## config.mk

```make
export PLATFORM = sky130hd
export DESIGN_NAME = mm_operand_loader
export DESIGN_NICKNAME = d
export VERILOG_FILES = /design/src/rtl/mm_pkg.sv /design/src/rtl/mm_limb_slicer.sv /design/src/rtl/mm_operand_loader.sv
export SDC_FILE = /design/constraint.sdc
export NUM_CORES = 1
export LEC_CHECK = 0
export BUFFER_PORTS_ARGS = -buffer_cell sky130_fd_sc_hd__buf_2
export CAP_MARGIN = 30
export CELL_PAD_IN_SITES_DETAIL_PLACEMENT = 1
export CELL_PAD_IN_SITES_GLOBAL_PLACEMENT = 1
export CORE_ASPECT_RATIO = 1.25
export CORE_MARGIN = 2
export CORE_UTILIZATION = 45
export CTS_BUF_LIST = sky130_fd_sc_hd__clkbuf_8 sky130_fd_sc_hd__clkbuf_16
export DETAILED_ROUTE_END_ITERATION = 6
export PLACE_DENSITY_LB_ADDON = 0.1
export SLEW_MARGIN = 0
export SYNTH_ARGS = -nofsm -noshare
export SYNTH_HDL_FRONTEND = slang
export SYNTH_HIERARCHICAL = 1
export SYNTH_SLANG_ARGS = --single-unit
```

## constraint.sdc

```tcl
create_clock -name clock_i -period 4.5 [get_ports clock_i]
set_input_delay 0.225 -clock clock_i [delete_from_list [all_inputs] [get_ports clock_i]]
set_output_delay 0.225 -clock clock_i [all_outputs]
set_load 0.1 [all_outputs]
```

## src/rtl/mm_pkg.sv

```systemverilog
// Shared definitions for the Montgomery multiplier datapath: limb geometry,
// BRAM word width, limb-count helper and the loader FSM state encoding.
package mm_pkg;
   localparam int LIMB_W      = 17;
   localparam int BRAM_WORD_W = 32;

   typedef enum logic [1:0] {IDLE, LOAD, DONE} state_t;

   // Limb count for a WIDTH-bit operand; must match the multiplier top.
   function automatic int calc_s(input int width);
      return (width + 1) / LIMB_W + 1;
   endfunction
endpackage

```

## src/rtl/mm_limb_slicer.sv

```systemverilog
// Re-slices a 32-bit word stream into 17-bit limbs through a 48-bit bit buffer.
// Accept and emit are mutually exclusive by construction.
module mm_limb_slicer
   import mm_pkg::*;
#(
   parameter int N_WORDS = 8
) (
   input  logic              clock_i,
   input  logic              reset_n_i,
   input  logic              clear,
   input  logic              active,
   input  logic              limbs_left,
   input  logic [31:0]       s_data,
   input  logic              s_valid,
   output logic              ready,
   output logic              emit,
   output logic [LIMB_W-1:0] limb
);
   localparam int WT_W = $clog2(N_WORDS + 1);

   logic [47:0]     bits_q;
   logic [5:0]      cnt_q;
   logic [WT_W-1:0] words_q;
   logic            all_taken;
   logic            take;

   assign all_taken = (words_q == WT_W'(N_WORDS));
   assign ready     = active && (cnt_q < 6'(LIMB_W)) && !all_taken;
   assign emit      = active && limbs_left && ((cnt_q >= 6'(LIMB_W)) || all_taken);
   assign take      = ready && s_valid;
   assign limb      = bits_q[LIMB_W-1:0];

   always_ff @(posedge clock_i or negedge reset_n_i) begin
      if (!reset_n_i) begin
         bits_q  <= '0;
         cnt_q   <= '0;
         words_q <= '0;
      end else if (clear) begin
         bits_q  <= '0;
         cnt_q   <= '0;
         words_q <= '0;
      end else if (take) begin
         bits_q  <= bits_q | (48'(s_data) << cnt_q);
         cnt_q   <= cnt_q + 6'd32;
         words_q <= words_q + WT_W'(1);
      end else if (emit) begin
         // Once the stream is exhausted the count floors at zero, padding tail limbs.
         bits_q <= bits_q >> LIMB_W;
         cnt_q  <= (cnt_q >= 6'(LIMB_W)) ? cnt_q - 6'(LIMB_W) : 6'd0;
      end
   end
endmodule

```

## src/rtl/mm_operand_loader.sv

```systemverilog
// Operand loader: streams 32-bit words in, writes one zero-extended 17-bit limb
// per BRAM word at byte address (base + index) << 2.
//   state | meaning
//   IDLE  | waiting for start_i; stream not accepted
//   LOAD  | accepting words and writing limbs 0..S-1
//   DONE  | one-cycle completion pulse, then back to IDLE
module mm_operand_loader
   import mm_pkg::*;
#(
   parameter int WIDTH = 256
) (
   input  logic        clock_i,
   input  logic        reset_n_i,
   input  logic        start_i,
   input  logic [31:0] base_addr_i,
   input  logic [31:0] s_data_i,
   input  logic        s_valid_i,
   output logic        s_ready_o,
   output logic [31:0] BRAM_addr_o,
   output logic [31:0] BRAM_din_o,
   output logic [3:0]  BRAM_we_o,
   output logic        BRAM_en_o,
   output logic        busy_o,
   output logic        done_o
);
   localparam int S       = calc_s(WIDTH);
   localparam int N_WORDS = (WIDTH + 31) / 32;
   localparam int IDX_W   = $clog2(S + 1);

   state_t              state_q, state_d;
   logic [31:0]         base_q;
   logic [IDX_W-1:0]    idx_q;
   logic                start_acc;
   logic                active;
   logic                limbs_left;
   logic                emit;
   logic                wr_q;
   logic [LIMB_W-1:0]   limb;

   assign start_acc  = (state_q == IDLE) && start_i;
   assign limbs_left = (idx_q < IDX_W'(S));

   always_ff @(posedge clock_i or negedge reset_n_i) begin
      if (!reset_n_i) state_q <= IDLE;
      else            state_q <= state_d;
   end

   always_comb begin
      state_d = state_q;
      case (state_q)
         IDLE:    if (start_i) state_d = LOAD;
         LOAD:    if (emit && (idx_q == IDX_W'(S - 1))) state_d = DONE;
         DONE:    state_d = IDLE;
         default: state_d = IDLE;
      endcase
   end

   always_comb begin
      active = 1'b0;
      busy_o = 1'b0;
      done_o = 1'b0;
      case (state_q)
         LOAD: begin
            active = 1'b1;
            busy_o = 1'b1;
         end
         DONE: begin
            busy_o = 1'b1;
            done_o = 1'b1;
         end
         default: ;
      endcase
   end

   mm_limb_slicer #(.N_WORDS(N_WORDS)) u_slicer (
      .clock_i    (clock_i),
      .reset_n_i  (reset_n_i),
      .clear      (start_acc),
      .active     (active),
      .limbs_left (limbs_left),
      .s_data     (s_data_i),
      .s_valid    (s_valid_i),
      .ready      (s_ready_o),
      .emit       (emit),
      .limb       (limb)
   );

   // BRAM port is registered; address wraps modulo 2^32.
   always_ff @(posedge clock_i or negedge reset_n_i) begin
      if (!reset_n_i) begin
         base_q      <= '0;
         idx_q       <= '0;
         wr_q        <= 1'b0;
         BRAM_addr_o <= '0;
         BRAM_din_o  <= '0;
      end else begin
         wr_q <= emit;
         if (start_acc) begin
            base_q <= base_addr_i;
            idx_q  <= '0;
         end else if (emit) begin
            idx_q       <= idx_q + IDX_W'(1);
            BRAM_addr_o <= (base_q + 32'(idx_q)) << 2;
            BRAM_din_o  <= BRAM_WORD_W'(limb);
         end
      end
   end

   assign BRAM_en_o = wr_q;
   assign BRAM_we_o = {4{wr_q}};
endmodule
```

# Yosys cells after proc, flatten, opt, wreduce, memory -nomap -nowiden
# Cells that the tools add are included.
# W data, S select, Z words.
[totals] ff_bits=143 latchBits=0 ram_bits=0 rom_bits=0 input_bits=68 n_memories=0
[op_classes] n_addsub=5 multipliers=0 div=0 order_cmp=3 eq_ne=6 shifts=1 n_mux=17 bitwise_logic=2 reduce_logical=16
[op_table] operator="$mux W48" count=3
[op_table] operator="$or A48 B48 Y48" count=1
[op_table] operator="$shl A32 B6 Y48" count=1
[op_table] operator="$add A30 B5 Y30" count=1
[op_table] operator="$mux W6" count=4
[op_table] operator="$mux W5" count=2
[op_table] operator="$mux W4" count=2
[op_table] operator="$logic_and A1 B1 Y1" count=7
[op_table] operator="$add A6 B6 Y6 const B" count=1
[op_table] operator="$ge A6 B5 Y1 const B" count=1
[op_table] operator="$lt A6 B5 Y1 const B" count=1
[op_table] operator="$sub A6 B5 Y6 const B" count=1
[op_table] operator="$add A5 B1 Y5 const B" count=1
[op_table] operator="$eq A5 B4 Y1 const B" count=1
[op_table] operator="$lt A5 B5 Y1 const B" count=1
[op_table] operator="$add A4 B1 Y4 const B" count=1
[op_table] operator="$eq A4 B4 Y1 const B" count=1
[op_table] operator="$mux W2" count=2
[op_table] operator="$ne A2 B2 Y1 const B" count=2
[op_table] operator="$pmux W2 S2" count=1
[op_table] operator="$reduce_and A2 Y1" count=2
[op_table] operator="$reduce_bool A2 Y1" count=2
[op_table] operator="$mux W1" count=3
[op_table] operator="$reduce_bool A3 Y1" count=1
[op_table] operator="7 further kinds" count=7

# Logic depth before layout (Yosys ltp)
# Gate-level depths: netlist of run 1.
[logic_depth] depth_word=7 depth_mapped=16

# Modules after synthesis
# Netlist of run 1, hierarchy kept.
[by_module_without_submodules] mod="mm_limb_slicer" n_inst=1 cells_per_inst=591 area_per_inst_um2=5325.1 seq_area_each_um2=1451.4
[by_module_without_submodules] mod="mm_operand_loader" n_inst=1 cells_per_inst=434 area_per_inst_um2=4312.9 seq_area_each_um2=2127.0

# Worst setup path after synthesis of run 1
# No wires, ideal clock.
[synth_timing] kind="flip-flop to flip-flop" startpoint="register u_slicer.cnt_q[0]" endpoint="register BRAM_din_o[11]" setup_time_ns=0.126 t_arrival_ns=3.188 required_ns=4.374 setup_slack_ns=1.186 stages_incl_launch_ff=13 synth_period_minus_slack_ns=3.314 cell_sequence="dfrtp_1 buf_2 inv_2 clkbuf_1 ha_1 nor4b_2 o211a_1 nor2_1 clkbuf_1 nand2_1 buf_1 clkbuf_1 mux2_2"
[synth_between] elab_chain_len=4
[synth_lines] element="start: declaration" line_no="mm_limb_slicer.sv:22" text="logic [5:0] cnt_q;"
[synth_lines] element="start signal: assignment" line_no="mm_limb_slicer.sv:44" text="cnt_q <= cnt_q + 6'd32;"
[synth_lines] element="start signal: assignment" line_no="mm_limb_slicer.sv:49" text="cnt_q <= (cnt_q >= 6'(LIMB_W)) ? cnt_q - 6'(LIMB_W) : 6'd0;"
[synth_lines] element="$ge A6 B5 Y1" line_no="mm_limb_slicer.sv:29" text="assign emit = active && limbs_left && ((cnt_q >= 6'(LIMB_W)) || all_taken);"
[synth_lines] element="$logic_or A1 B1 Y1" line_no="mm_limb_slicer.sv:29"
[synth_lines] element="$logic_and A1 B1 Y1" line_no="mm_limb_slicer.sv:29"
[synth_lines] element="named net emit" line_no="mm_operand_loader.sv:36" text="logic emit;"
[synth_lines] element="$reduce_and A2 Y1 (no source line)"
[synth_lines] element="end signal: assignment" line_no="mm_operand_loader.sv:104" text="BRAM_din_o <= BRAM_WORD_W'(limb);"
[synth_lines] element="end: declaration" line_no="mm_operand_loader.sv:20" text="output logic [31:0] BRAM_din_o,"
# The timed path passes the listed nets, and every way through them passes these cells.
# A chain may end at the register's enable or synchronous reset.

# Worst setup path after layout of run 1
[layout_timing] startpoint="register u_slicer.cnt_q[0]" endpoint="register u_slicer.bits_q[21]"
[layout_between] elab_chain_len=6
[layout_lines] element="parallel branches: the longest is 6 deep, another holds $shl A32 B6 Y48"
[layout_lines] element="end signal: assignment" line_no="mm_limb_slicer.sv:43" text="bits_q <= bits_q | (48'(s_data) << cnt_q);"
[layout_lines] element="end signal: assignment" line_no="mm_limb_slicer.sv:48" text="bits_q <= bits_q >> LIMB_W;"
[layout_lines] element="end: declaration" line_no="mm_limb_slicer.sv:21" text="logic [47:0] bits_q;"
# Parallel ways; which one is timed is not known.

==> results of run 1 <==
## cell usage in the layout, fill, tap and decap left out, types with 6 or more instances in the layout
master / synthesis / layout
a211oi_1: 17 / 17
a21oi_1: 49 / 49
a221oi_1: 6 / 6
a22oi_1: 10 / 10
a31oi_1: 9 / 9
buf_2: 21 / 119
buf_4: 39 / 20
clkbuf_16: 0 / 17
conb_1: 1 / 17
dfrtp_1: 143 / 141
dlygate4sd3_1: 0 / 9
ha_1: 15 / 15
inv_1: 21 / 21
mux2_2: 36 / 36
mux2i_1: 37 / 37
mux4_2: 31 / 31
nand2_1: 196 / 195
nand3_1: 28 / 28
nand4_1: 11 / 11
nor2_1: 55 / 55
nor2b_1: 7 / 7
nor3_1: 12 / 11
o211ai_1: 8 / 8
o21ai_0: 42 / 42
o21ai_1: 22 / 22
o22ai_1: 7 / 7
o2bb2ai_1: 8 / 8
xnor2_1: 26 / 26
xor2_1: 6 / 6
## layer usage
metal  share of wire  track usage
met1            0.40        0.329
met3           0.041       0.0363
met2            0.52        0.495
met4           0.040        0.124
met5               0            0
## state kept, by name, summed over array words and instances (netlist names)
name              cells
BRAM_din_o           17
u_slicer/bits_q      48
u_slicer/cnt_q        6
state_q               2
BRAM_en_o             1
base_q               30
BRAM_addr_o          30
idx_q                 5
u_slicer/words_q      4
## synthesized netlist by cell type, types with 22 or more instances
cell,number
clkbuf_1,35
mux4_2,31
mux2i_1,37
a21oi_1,49
mux2_2,36
o21ai_0,42
nand2_1,196
nand3_1,28
dfrtp_1,143
o21ai_1,22
nor2_1,55
buf_4,39
xnor2_1,26
## path summary, 6_finish.rpt
kind,to,slack [ps],start
max,u_slicer/bits_q[21]$_DFFE_PN0P_,1250,u_slicer/cnt_q[0]$_DFFE_PN0P_
min,base_q[3]$_DFFE_PN0P_,5,base_addr_i[3]
max reg2reg,u_slicer/bits_q[21]$_DFFE_PN0P_,1250,u_slicer/cnt_q[0]$_DFFE_PN0P_
min reg2reg,BRAM_addr_o[4]$_DFFE_PN0P_,470,BRAM_addr_o[4]$_DFFE_PN0P_
max in group asynchronous,u_slicer/bits_q[27]$_DFFE_PN0P_,3120,reset_n_i
min in group asynchronous,BRAM_addr_o[3]$_DFFE_PN0P_,430,reset_n_i
## cell type report
class / count / area (sq um) / area share
multi-input cells: 769 / 5430 / 0.496
flip-flops and latches: 143 / 3580 / 0.327
repair buffers: 150 / 867 / 0.0793
clock buffers: 18 / 439 / 0.0402
well taps: 274 / 343 / 0.0314
clock inverters: 14 / 189 / 0.0173
inverters: 24 / 90.1 / 0.00824
## per-stage QoR
step / power, W / cell area [sq um] / util / cells
2_1_floorplan: 0.00659 / 9700 / - / 1041
3_3_place_gp: 0.00779 / 10200 / 0.489 / 1351
3_5_place_dp: 0.00790 / 10200 / 0.489 / 1351
4_1_cts: 0.00945 / 10900 / 0.523 / 1392
5_1_grt: 0.00997 / 10900 / 0.523 / 1392
6_report: 0.00946 / 10900 / 0.523 / 1392
## where the power goes
| part | leakage (nW) | internal (W) | switching [W] | total, W |
|---|---|---|---|---|
| registers | 1.87 | 0.00176 | 0.000494 | 0.00225 |
| clock network | 0.308 | 0.000942 | 0.000574 | 0.00152 |
| logic | 2.62 | 0.00167 | 0.00402 | 0.00569 |
## cell families after synthesis
family | share of synthesized area
muxes | 0.158
xor gates and xnor gates | 0.0291
and+or+nand+nor | 0.165
buffers and inverters | 0.0727
adders and majority gates | 0.0216
AOI/OAI and AO/OA | 0.182
DFF | 0.371
other | 0.000389
## tightest hold or removal path: cells and delay by family
| kind | cells | cell delay (ps) |
|---|---|---|
| AND/OR/NAND/NOR | 2 | 100 |
| buffers and inverters | 1 | 70 |
==> metrics.cfg, run 1 <==
[status]
status = finished clean

[route]
firstDrtPassIters = 5
drt_iter0_markers = 484
vias_per_cell = 6.00
route.detailed.drc = 0
ant_nets = 0
wl_um = 30500
wl_per_cell_um = 21.9
vias = 8348

[sta]
slew_viol_final = 0
setup_slack_ps = 1250
max-slew-margin-rel = 0.370
fmax_mhz = 307
hold_ws_ps = 4.51
hold_viol = 0
fin_setup_tns_ps = 0
worst_pin_slew_ps = 946
rsz0062_at_grt = false
timing.final.crit_period_ps = 3250
finalCritPeriodShare = 0.723
final.setup_skew_ps = 13.8
setup_viol = 0

[logic_synthesis]
yosysTopAreaCell = dfrtp_1
synth_ff_type = dfrtp_1
ys_types = 90
synth_edf_count = 0
synth_warnings = 6
yosysTopAreaCellShare = 0.371
netlist_area_sq_um = 9640
syn_inst = 1025
ys_seq_area_frac = 0.371
synthArstFlopShare = 1.00
ys_top_cells_by_area = dfrtp_1, nand2_1, mux4_2, mux2_2, mux2i_1
synth_seq_cells = 143
syn_avg_cell_area_sq_um = 9.40

[clock_network]
htree_levels = 4
clock-sinks = 143
post_cts_buffers = 0
numCtsBuffers = 17
cts-resized-gates = 0
ctsHoldBuffers = 9
clk_latency_ps = 430
cts_tree = yes
cts_max_path_buffers = 2
cts-root-buf = clkbuf_16
clk_pin_slew_ps = 60

[worst_setup_path]
path_max_fanout = 28
cp_slowest_stage_delay_ps = 620
worstPathArrival_ps = 3550
end_kind = flip-flop
crit_top_cell = buf_4
start_kind = flip-flop
critPathKind = reg2reg
critPathTopFamily = compound AO/OA/AOI/OAI gates
path_cells = inv_2 > buf_4 > ha_1 > nor3b_1 > o2111a_1 > nor2_1 > buf_4 > a222oi_1 > a211oi_1
crit_cells = 9
worstPathRequired_ps = 4800
r2r_cells = 9
crit_buf_inv = 3
crit_slowest_cell = o2111a_1

[layout]
nets = 1189
antenna_cells = 0
drive_gt1_frac = 0.243
syn_to_final_growth_pct = 13.5
fill_cells = 2452

[grt]
grt-ovfl-total = 0
track_usage = 0.277
grt_pass1_vias = 8599
grt_pass1_wl_um = 48300
grt_antenna_before_repair = 0
grt_max_degree = 83

[placed_design]
io_buffer_count = 120
dpl_worst_slack_ps = 1290
gp_congestion = 0.949
place_hpwl_um = 22700

[min_path]
worstHoldPathCells = 3
hp-class = in2reg

[run]
maxCapViolCount = 0

[floorplanning]
placeableCoreArea_sq_um = 20900
row_count = 59
die_h_um = 168
ioPinCount = 140
fp.dieW_um = 135
initial_core_util = 0.461
die_area_sq_um = 22600

[power]
vdd_drop_max_uv = 468
p_per_area_nw_per_um2 = 865
p_leak_nw = 4.80

Note: power is estimated with default switching activity, not from simulation.
==> run 2, diff against run 1 <==
Settings changed: ABC_AREA from default to 1, CORE_UTILIZATION 45 to 37.
Clock period 4.5 ns to 2.8 ns, I/O delays scaled along.
==> run 2 against run 1 <==
Sequential power up 53%. Fmax up 34%. Synthesized cell count up 39%. Worst setup slack worse by 870 ps. Power up 56%. Sequential cell count unchanged. Combinational power up 56%. Critical endpoint is now BRAM_addr_o[5]$_DFFE_PN0P_.
==> metrics.cfg, run 2 <==
[status]
status = finished clean  ; unchanged

[clock_network]
cts_tree = yes  ; unchanged
numCtsBuffers = 17  ; unchanged
clock-sinks = 143  ; unchanged
post_cts_buffers = 0  ; unchanged
clk_pin_slew_ps = 60  ; about the same
clk_latency_ps = 440  ; was 430 ps
htree_levels = 4  ; unchanged
cts-root-buf = clkbuf_16  ; unchanged
cts_max_path_buffers = 2  ; unchanged

[power]
total_power_w = 0.0147  ; was 0.00946 W
vdd_drop_max_uv = 504  ; was 468 uV
p_per_area_nw_per_um2 = 1310  ; was 865 nW/um^2
clkPwrFrac = 0.162  ; was 0.160
pwr-share-comb = 0.604  ; was 0.601
p_seq_frac = 0.234  ; was 0.238
internal_power_w = 0.00631  ; was 0.00437 W
p_leak_nw = 5.76  ; was 4.80 nW
swShare = 0.571  ; was 0.538
switching_power_w = 0.00840  ; was 0.00508 W

[sta]
final.setup_skew_ps = 12.1  ; was 13.8 ps
max-slew-margin-rel = 0.399  ; was 0.370
slew_viol_final = 0  ; unchanged
worst_pin_slew_ps = 902  ; was 946 ps
fmax_mhz = 413  ; was 307 MHz
setup_viol = 0  ; unchanged
timing.final.crit_period_ps = 2420  ; was 3250 ps
hold_viol = 0  ; unchanged
rsz0062_at_grt = false  ; unchanged
hold_ws_ps = 107  ; was 4.51 ps
fin_setup_tns_ps = 0  ; unchanged
finalCritPeriodShare = 0.865  ; was 0.723

[logic_synthesis]
ys_top_cells_by_area = dfrtp_1, nand2_1, nand3_1, inv_1, buf_4  ; was dfrtp_1, nand2_1, mux4_2, mux2_2, mux2i_1
ys_seq_area_frac = 0.370  ; was 0.371
synth_warnings = 6  ; unchanged
syn_avg_cell_area_sq_um = 6.78  ; was 9.40 sq um
synthTopCellsByCount = nand2_1, nand3_1, dfrtp_1  ; was nand2_1, dfrtp_1, nor2_1
netlist_area_sq_um = 9660  ; was 9640 sq um
synth_seq_cells = 143  ; unchanged
synth_ff_type = dfrtp_1  ; unchanged
syn_inst = 1426  ; was 1025
synth_edf_count = 0  ; unchanged
yosysTopAreaCell = dfrtp_1  ; unchanged
ys_types = 39  ; was 90
yosysMostFrequentCell = nand2_1  ; unchanged
synthArstFlopShare = 1.00  ; unchanged
yosysTopAreaCellShare = 0.370  ; was 0.371

[floorplanning]
placeableCoreArea_sq_um = 25800  ; was 20900 sq um
initial_core_util = 0.374  ; was 0.461
die_h_um = 185  ; was 168 um
ioPinCount = 140  ; unchanged
row_count = 66  ; was 59
die_area_sq_um = 27400  ; was 22600 sq um
fp.dieW_um = 149  ; was 135 um

[placed_design]
place_area_sq_um = 10300  ; was 10200 sq um
place_hpwl_um = 25200  ; was 22700 um
io_buffer_count = 120  ; unchanged
gp_congestion = 0.922  ; was 0.949

[worst_setup_path]
worstPathRequired_ps = 3080  ; was 4800 ps
start_kind = flip-flop  ; unchanged
worstPathArrival_ps = 2700  ; was 3550 ps
path_max_fanout = 51  ; was 28
critPathKind = reg2reg  ; unchanged
end_kind = flip-flop  ; unchanged

[route]
wl_um = 33500  ; was 30500 um
drt_iter0_markers = 304  ; was 484
vias_per_cell = 5.18  ; was 6.00
vias = 9764  ; was 8348
ant_nets = 0  ; unchanged
firstDrtPassIters = 4  ; was 5
wl_per_cell_um = 17.8  ; was 21.9 um
route.detailed.drc = 0  ; unchanged

[grt]
grt-ovfl-total = 0  ; unchanged
grt_max_degree = 60  ; was 83
track_usage = 0.252  ; was 0.277
grt_antenna_before_repair = 0  ; unchanged
grt_pass1_wl_um = 54000  ; was 48300 um
grt_pass1_vias = 10200  ; was 8599

[layout]
largest_reg_flops = 48  ; unchanged
multiInputGateArea_sq_um = 5140  ; was 5430 sq um
postLayoutCoreUtil = 0.435  ; was 0.523
nets = 1617  ; was 1189
antenna_cells = 0  ; unchanged
largest_registers = u_slicer/bits_q (48), BRAM_addr_o (30), base_q (30)  ; unchanged
fill_cells = 3374  ; was 2452
drive_gt1_frac = 0.149  ; was 0.243
regMostFlops = u_slicer/bits_q  ; unchanged
fin_area_sq_um = 11300  ; was 10900 sq um
layout_commonest_cell = nand2_1  ; unchanged
syn_to_final_growth_pct = 16.5  ; was 13.5%
layout_common_cells = nand2_1, nand3_1, dfrtp_1, buf_2, inv_1  ; was nand2_1, dfrtp_1, buf_2, nor2_1, a21oi_1
regArea_sq_um = 3580  ; about the same

[run]
maxCapViolCount = 0  ; unchanged

[min_path]
hp-class = in2reg  ; unchanged

-- run 2: cell count changes after synthesis, moves of 19 or more --
cell	delta
inv_1	+66
mux2i_1	-37
mux2_2	-36
o21ai_1	-19
o21ai_0	+22
xnor2_1	-23
mux4_2	-31
nand2_1	+314
nor2_1	+19
nand3_1	+248
-- run 2: final timing paths --
path                                                     from                         endpoint  slack (ps)  cells past startpoint
worst max-delay path            u_slicer/cnt_q[0]$_DFFE_PN0P_       BRAM_addr_o[5]$_DFFE_PN0P_         380                     11
worst min-delay path                                  start_i           state_q[1]$_DFFE_PN0P_         110                      4
worst max register to register  u_slicer/cnt_q[0]$_DFFE_PN0P_       BRAM_addr_o[5]$_DFFE_PN0P_         380                     11
worst min register to register     BRAM_din_o[13]$_DFFE_PN0P_       BRAM_din_o[13]$_DFFE_PN0P_         470                      2
max in group asynchronous                           reset_n_i  u_slicer/bits_q[17]$_DFFE_PN0P_        1700                      3
min in group asynchronous                           reset_n_i       BRAM_addr_o[9]$_DFFE_PN0P_         230                      2
-- run 2: layout make-up --
type,instances,area share
multi-input cells,1098,0.456
flip-flops and latches,143,0.318
repair buffers,177,0.101
clock buffers,17,0.0378
well taps,340,0.0378
inverters,96,0.0326
clock inverters,15,0.0165
-- run 2: per-layer routing --
metal,track usage,share of wire
met5,0,0
met4,0.120,0.046
met3,0.0324,0.028
met2,0.477,0.53
met1,0.276,0.40
-- run 2: worst max-delay path, cell delays in order, from the launching register on --
cell and delay (ps):
dfrtp_1 420, clkinv_4 70, ha_4 140, nand2_2 60, a21oi_1 180, nand3b_1 120
nand3_2 120, inv_1 70, inv_1 120, nor2_4 60, inv_2 620, o21ai_0 210
-- run 2: cell families after synthesis --
family | after synthesis | synth area share
XOR/XNOR | 7 | 0.00634
buffers and inverters | 201 | 0.107
other | 1 | 0.000388
AO/OA/AOI/OAI | 132 | 0.0757
AND/OR/NAND/NOR | 926 | 0.419
adder cells (fa/ha/maj) | 16 | 0.0215
flip-flops | 143 | 0.370
-- run 2: repair_timing --
action / in CTS / in global routing
hold endpoints to repair: 86 / 0
hold buffers: 31 / 0
resized for setup: 0 / 0
-- run 2: metrics by stage --
| step | worst slack, ps | cells |
|---|---|---|
| after global placement | 443 | 1823 |
| after CTS | 357 | 1886 |
| final | 379 | 1886 |
| after detailed placement | 399 | 1823 |
| after floorplan | 1.74 | 1442 |
| after global routing | 129 | 1886 |
-- run 2: power by group through the flow --
stage	sequential [W]	clock (W)	combinational, W
4_1_cts	0.00345	0.00244	0.00895
3_3_place_gp	0.00345	0	0.00873
3_5_place_dp	0.00347	0	0.00888
5_1_grt	0.00355	0.00251	0.00973
6_report	0.00344	0.00238	0.00889
2_1_floorplan	0.00534	0	0.00503
==> run 3, diff against run 2 <==
Settings changed: GPL_TIMING_DRIVEN from default to 0, SYNTH_HIERARCHICAL 1 to default.
==> run 3 against run 2 <==
Die area decreased by 2.7%. Largest power group unchanged. Power is 5.7% higher. Core utilization increased by 2.2 points. Register-to-register slack lost 220 ps. Synthesized cell count fell by 4.6%. Clock skew decreased by 1.7 ps. Fmax is 8.4% lower. Global-route usage up 3.7 points. Sequential power grew 7.3%. Synthesized area decreased by 2.8%. Via count up 1.5%.
==> metrics.cfg, run 3 <==
[layout]
multiInputGateArea_sq_um = 5110  ; was 5140 sq um
antenna_cells = 0  ; unchanged
largest_registers = u_slicer.bits_q (48), BRAM_addr_o (30), base_q (30)  ; was u_slicer/bits_q (48), BRAM_addr_o (30), base_q (30)
regMostFlops = u_slicer.bits_q  ; was u_slicer/bits_q
layout_commonest_cell = nand2_1  ; unchanged
layout_common_cells = nand2_1, nand3_1, dfrtp_1, buf_2, inv_1  ; unchanged
fin_area_sq_um = 11500  ; was 11300 sq um
fill_cells = 3258  ; was 3374
syn_to_final_growth_pct = 22.4  ; was 16.5%
regArea_sq_um = 3580  ; unchanged
nets = 1632  ; was 1617
drive_gt1_frac = 0.161  ; was 0.149
largest_reg_flops = 48  ; unchanged

[worst_setup_path]
crit_buf_inv = 2  ; was 4
rrSetupSlack_ps = 160  ; was 380 ps
start_kind = flip-flop  ; unchanged
end_kind = flip-flop  ; unchanged
r2r_cells = 11  ; unchanged
crit-reg2reg-capture = BRAM_addr_o[12]$_DFFE_PN0P_  ; was BRAM_addr_o[5]$_DFFE_PN0P_
path_max_fanout = 6  ; was 51
r2r-start = idx_q[0]$_DFFE_PN0P_  ; was u_slicer/cnt_q[0]$_DFFE_PN0P_
critPathTopFamily = simple AND/OR/NAND/NOR gates  ; was buffers and inverters
worstPathRequired_ps = 3110  ; was 3080 ps
cp_slowest_stage_delay_ps = 490  ; was 620 ps
critPathKind = reg2reg  ; unchanged
worstPathArrival_ps = 2950  ; was 2700 ps
crit_slowest_cell = nor3_1  ; was inv_2
path_cells = ha_1 > inv_1 > fa_1 > inv_1 > nand3_1 > nand2_1 > a21oi_1 > nor3_1 > a21oi_1 > o21ai_0 > nand2_1  ; was clkinv_4 > ha_4 > nand2_2 > a21oi_1 > nand3b_1 > nand3_2 > inv_1 > inv_1 > nor2_4 > inv_2 > o21ai_0

[logic_synthesis]
synth_ff_type = dfrtp_1  ; unchanged
yosysTopAreaCell = dfrtp_1  ; unchanged
synth_seq_cells = 143  ; unchanged
netlist_area_sq_um = 9390  ; was 9660 sq um
synth_edf_count = 0  ; unchanged
yosysTopAreaCellShare = 0.381  ; was 0.370
synthArstFlopShare = 1.00  ; unchanged
ys_seq_area_frac = 0.381  ; was 0.370
syn_inst = 1360  ; was 1426
synthTopCellsByCount = nand2_1, nand3_1, dfrtp_1  ; unchanged
yosysMostFrequentCell = nand2_1  ; unchanged
ys_top_cells_by_area = dfrtp_1, nand2_1, nand3_1, o21ai_0, inv_1  ; was dfrtp_1, nand2_1, nand3_1, inv_1, buf_4
synth_warnings = 0  ; was 6
ys_types = 43  ; was 39
syn_avg_cell_area_sq_um = 6.91  ; was 6.78 sq um

[power]
p_per_area_nw_per_um2 = 1350  ; was 1310 nW/um^2
p_leak_nw = 5.94  ; was 5.76 nW
switching_power_w = 0.00876  ; was 0.00840 W
swShare = 0.563  ; was 0.571
clkPwrFrac = 0.164  ; was 0.162
pwr-share-comb = 0.598  ; was 0.604
vdd_drop_max_uv = 578  ; was 504 uV
p_seq_frac = 0.237  ; was 0.234
internal_power_w = 0.00679  ; was 0.00631 W

[route]
drt_iter0_markers = 453  ; was 304
wl_um = 37200  ; was 33500 um
firstDrtPassIters = 5  ; was 4
ant_nets = 0  ; unchanged
wl_per_cell_um = 19.6  ; was 17.8 um
route.detailed.drc = 0  ; unchanged
vias_per_cell = 5.23  ; was 5.18
vias = 9914  ; was 9764

[min_path]
worstHoldPathCells = 5  ; was 4
hp-start = start_i  ; unchanged
hp-class = in2reg  ; unchanged
worstHoldEndpoint = state_q[1]$_DFFE_PN0P_  ; unchanged

[placed_design]
io_buffer_count = 120  ; unchanged
place_area_sq_um = 10500  ; was 10300 sq um
gp_congestion = 1.02  ; was 0.922
place_hpwl_um = 28900  ; was 25200 um

[floorplanning]
initial_core_util = 0.374  ; about the same
ioPinCount = 140  ; unchanged
placeableCoreArea_sq_um = 25100  ; was 25800 sq um
die_area_sq_um = 26700  ; was 27400 sq um
row_count = 65  ; was 66
fp.dieW_um = 147  ; was 149 um
die_h_um = 182  ; was 185 um

[grt]
track_usage = 0.288  ; was 0.252
grt-ovfl-total = 0  ; unchanged
grt_max_degree = 83  ; was 60
grt_pass1_wl_um = 59400  ; was 54000 um
grt_pass1_vias = 10700  ; was 10200
grt_antenna_before_repair = 0  ; unchanged

[status]
status = finished clean  ; unchanged

[sta]
max-slew-margin-rel = 0.488  ; was 0.399
timing.final.crit_period_ps = 2640  ; was 2420 ps
final.setup_skew_ps = 10.4  ; was 12.1 ps
worst_pin_slew_ps = 762  ; was 902 ps
hold_viol = 0  ; unchanged
rsz0062_at_grt = false  ; unchanged
finalCritPeriodShare = 0.944  ; was 0.865
slew_viol_final = 0  ; unchanged
fin_setup_tns_ps = 0  ; unchanged
fmax_mhz = 378  ; was 413 MHz
setup_viol = 0  ; unchanged

[clock_network]
clk_pin_slew_ps = 60  ; about the same
numCtsBuffers = 17  ; unchanged
clock-sinks = 143  ; unchanged
htree_levels = 4  ; unchanged
cts_tree = yes  ; unchanged
clk_latency_ps = 440  ; about the same
cts-root-buf = clkbuf_16  ; unchanged
cts_max_path_buffers = 2  ; unchanged

[run]
maxCapViolCount = 0  ; unchanged

-- run 3: changes by cell type in the layout (fill, tap and decap cells not counted), sizes merged, moves of 9 or more --
cell    delta
xor2      +10
nand3      -9
inv       -25
buf       +37
nor3      +11
clkbuf    +25
nor2      -19
-- run 3: layout make-up --
type | instances | share of cell area
Multi-Input combinational cell | 1076 | 0.445
Sequential cell | 143 | 0.311
Timing Repair Buffer | 152 | 0.0822
Buffer | 86 | 0.0448
Clock buffer | 18 | 0.0382
Tap cell | 335 | 0.0365
Inverter | 71 | 0.0243
Clock inverter | 13 | 0.0184
-- run 3: kinds of logic (layout without fill, tap and decap cells) --
group / count (synthesis) / in the layout / synth area share
AO/OA/AOI/OAI: 117 / 117 / 0.0691
adder cells (fa/ha/maj): 17 / 17 / 0.0234
buffers and inverters: 157 / 340 / 0.0826
flip-flops: 143 / 143 / 0.381
XOR/XNOR: 24 / 24 / 0.0224
other: 1 / 17 / 0.000399
AND/OR/NAND/NOR: 901 / 901 / 0.421
-- run 3: what timing repair did --
action	in CTS	in global routing
hold buffers	31	0
hold endpoints to repair	91	0
resized for setup	0	5
buffers inserted	0	0
endpoints found under the setup margin	0	30
-- run 3: power groups by stage --
stage / combinational, W / sequential [W] / clock (W)
after floorplan: 0.00468 / 0.00569 / 0
after global placement: 0.00910 / 0.00368 / 0
after detailed placement: 0.00921 / 0.00370 / 0
after CTS: 0.00930 / 0.00368 / 0.00260
after global routing: 0.0101 / 0.00380 / 0.00269
final: 0.00930 / 0.00369 / 0.00256
-- run 3: routing by layer --
| metal | wire length (um) | GRT usage |
|---|---|---|
| met5 | 0 | 0 |
| met4 | 2190 | 0.167 |
| met3 | 941 | 0.0330 |
| met2 | 19900 | 0.548 |
| met1 | 14200 | 0.306 |
-- run 3: worst min-delay path, stage by stage --
cell	delay [ps]
buf_2	90
inv_1	30
nand2_1	90
nand3_1	80
nand2_1	60
-- run 3: how the worst max path moves through the flow --
stage / endpoint / slack (ps) / depth (start not counted) / start
floorplan: u_slicer.bits_q[37]$_DFFE_PN0P_ / 10 / 16 / u_slicer.cnt_q[0]$_DFFE_PN0P_
global placement: u_slicer.bits_q[10]$_DFFE_PN0P_ / -660 / 1 / reset_n_i
detailed placement: BRAM_addr_o[30]$_DFFE_PN0P_ / 170 / 13 / u_slicer.cnt_q[1]$_DFFE_PN0P_
CTS: s_ready_o / 120 / 8 / u_slicer.cnt_q[1]$_DFFE_PN0P_
global route: BRAM_addr_o[12]$_DFFE_PN0P_ / 10 / 11 / idx_q[0]$_DFFE_PN0P_
finish: BRAM_addr_o[12]$_DFFE_PN0P_ / 160 / 11 / idx_q[0]$_DFFE_PN0P_
-- run 3: stage by stage --
stage | setup slack [ps] | utilization | cells | hold slack (ps) | power (W)
2_1_floorplan | 13.8 | - | 1376 | -156 | 0.0104
3_3_place_gp | -660 | 0.418 | 1831 | 341 | 0.0128
3_5_place_dp | 165 | 0.419 | 1832 | 183 | 0.0129
4_1_cts | 117 | 0.457 | 1894 | 73.8 | 0.0156
5_1_grt | 9.61 | 0.458 | 1894 | 120 | 0.0166
6_report | 156 | 0.458 | 1894 | 82.1 | 0.0155
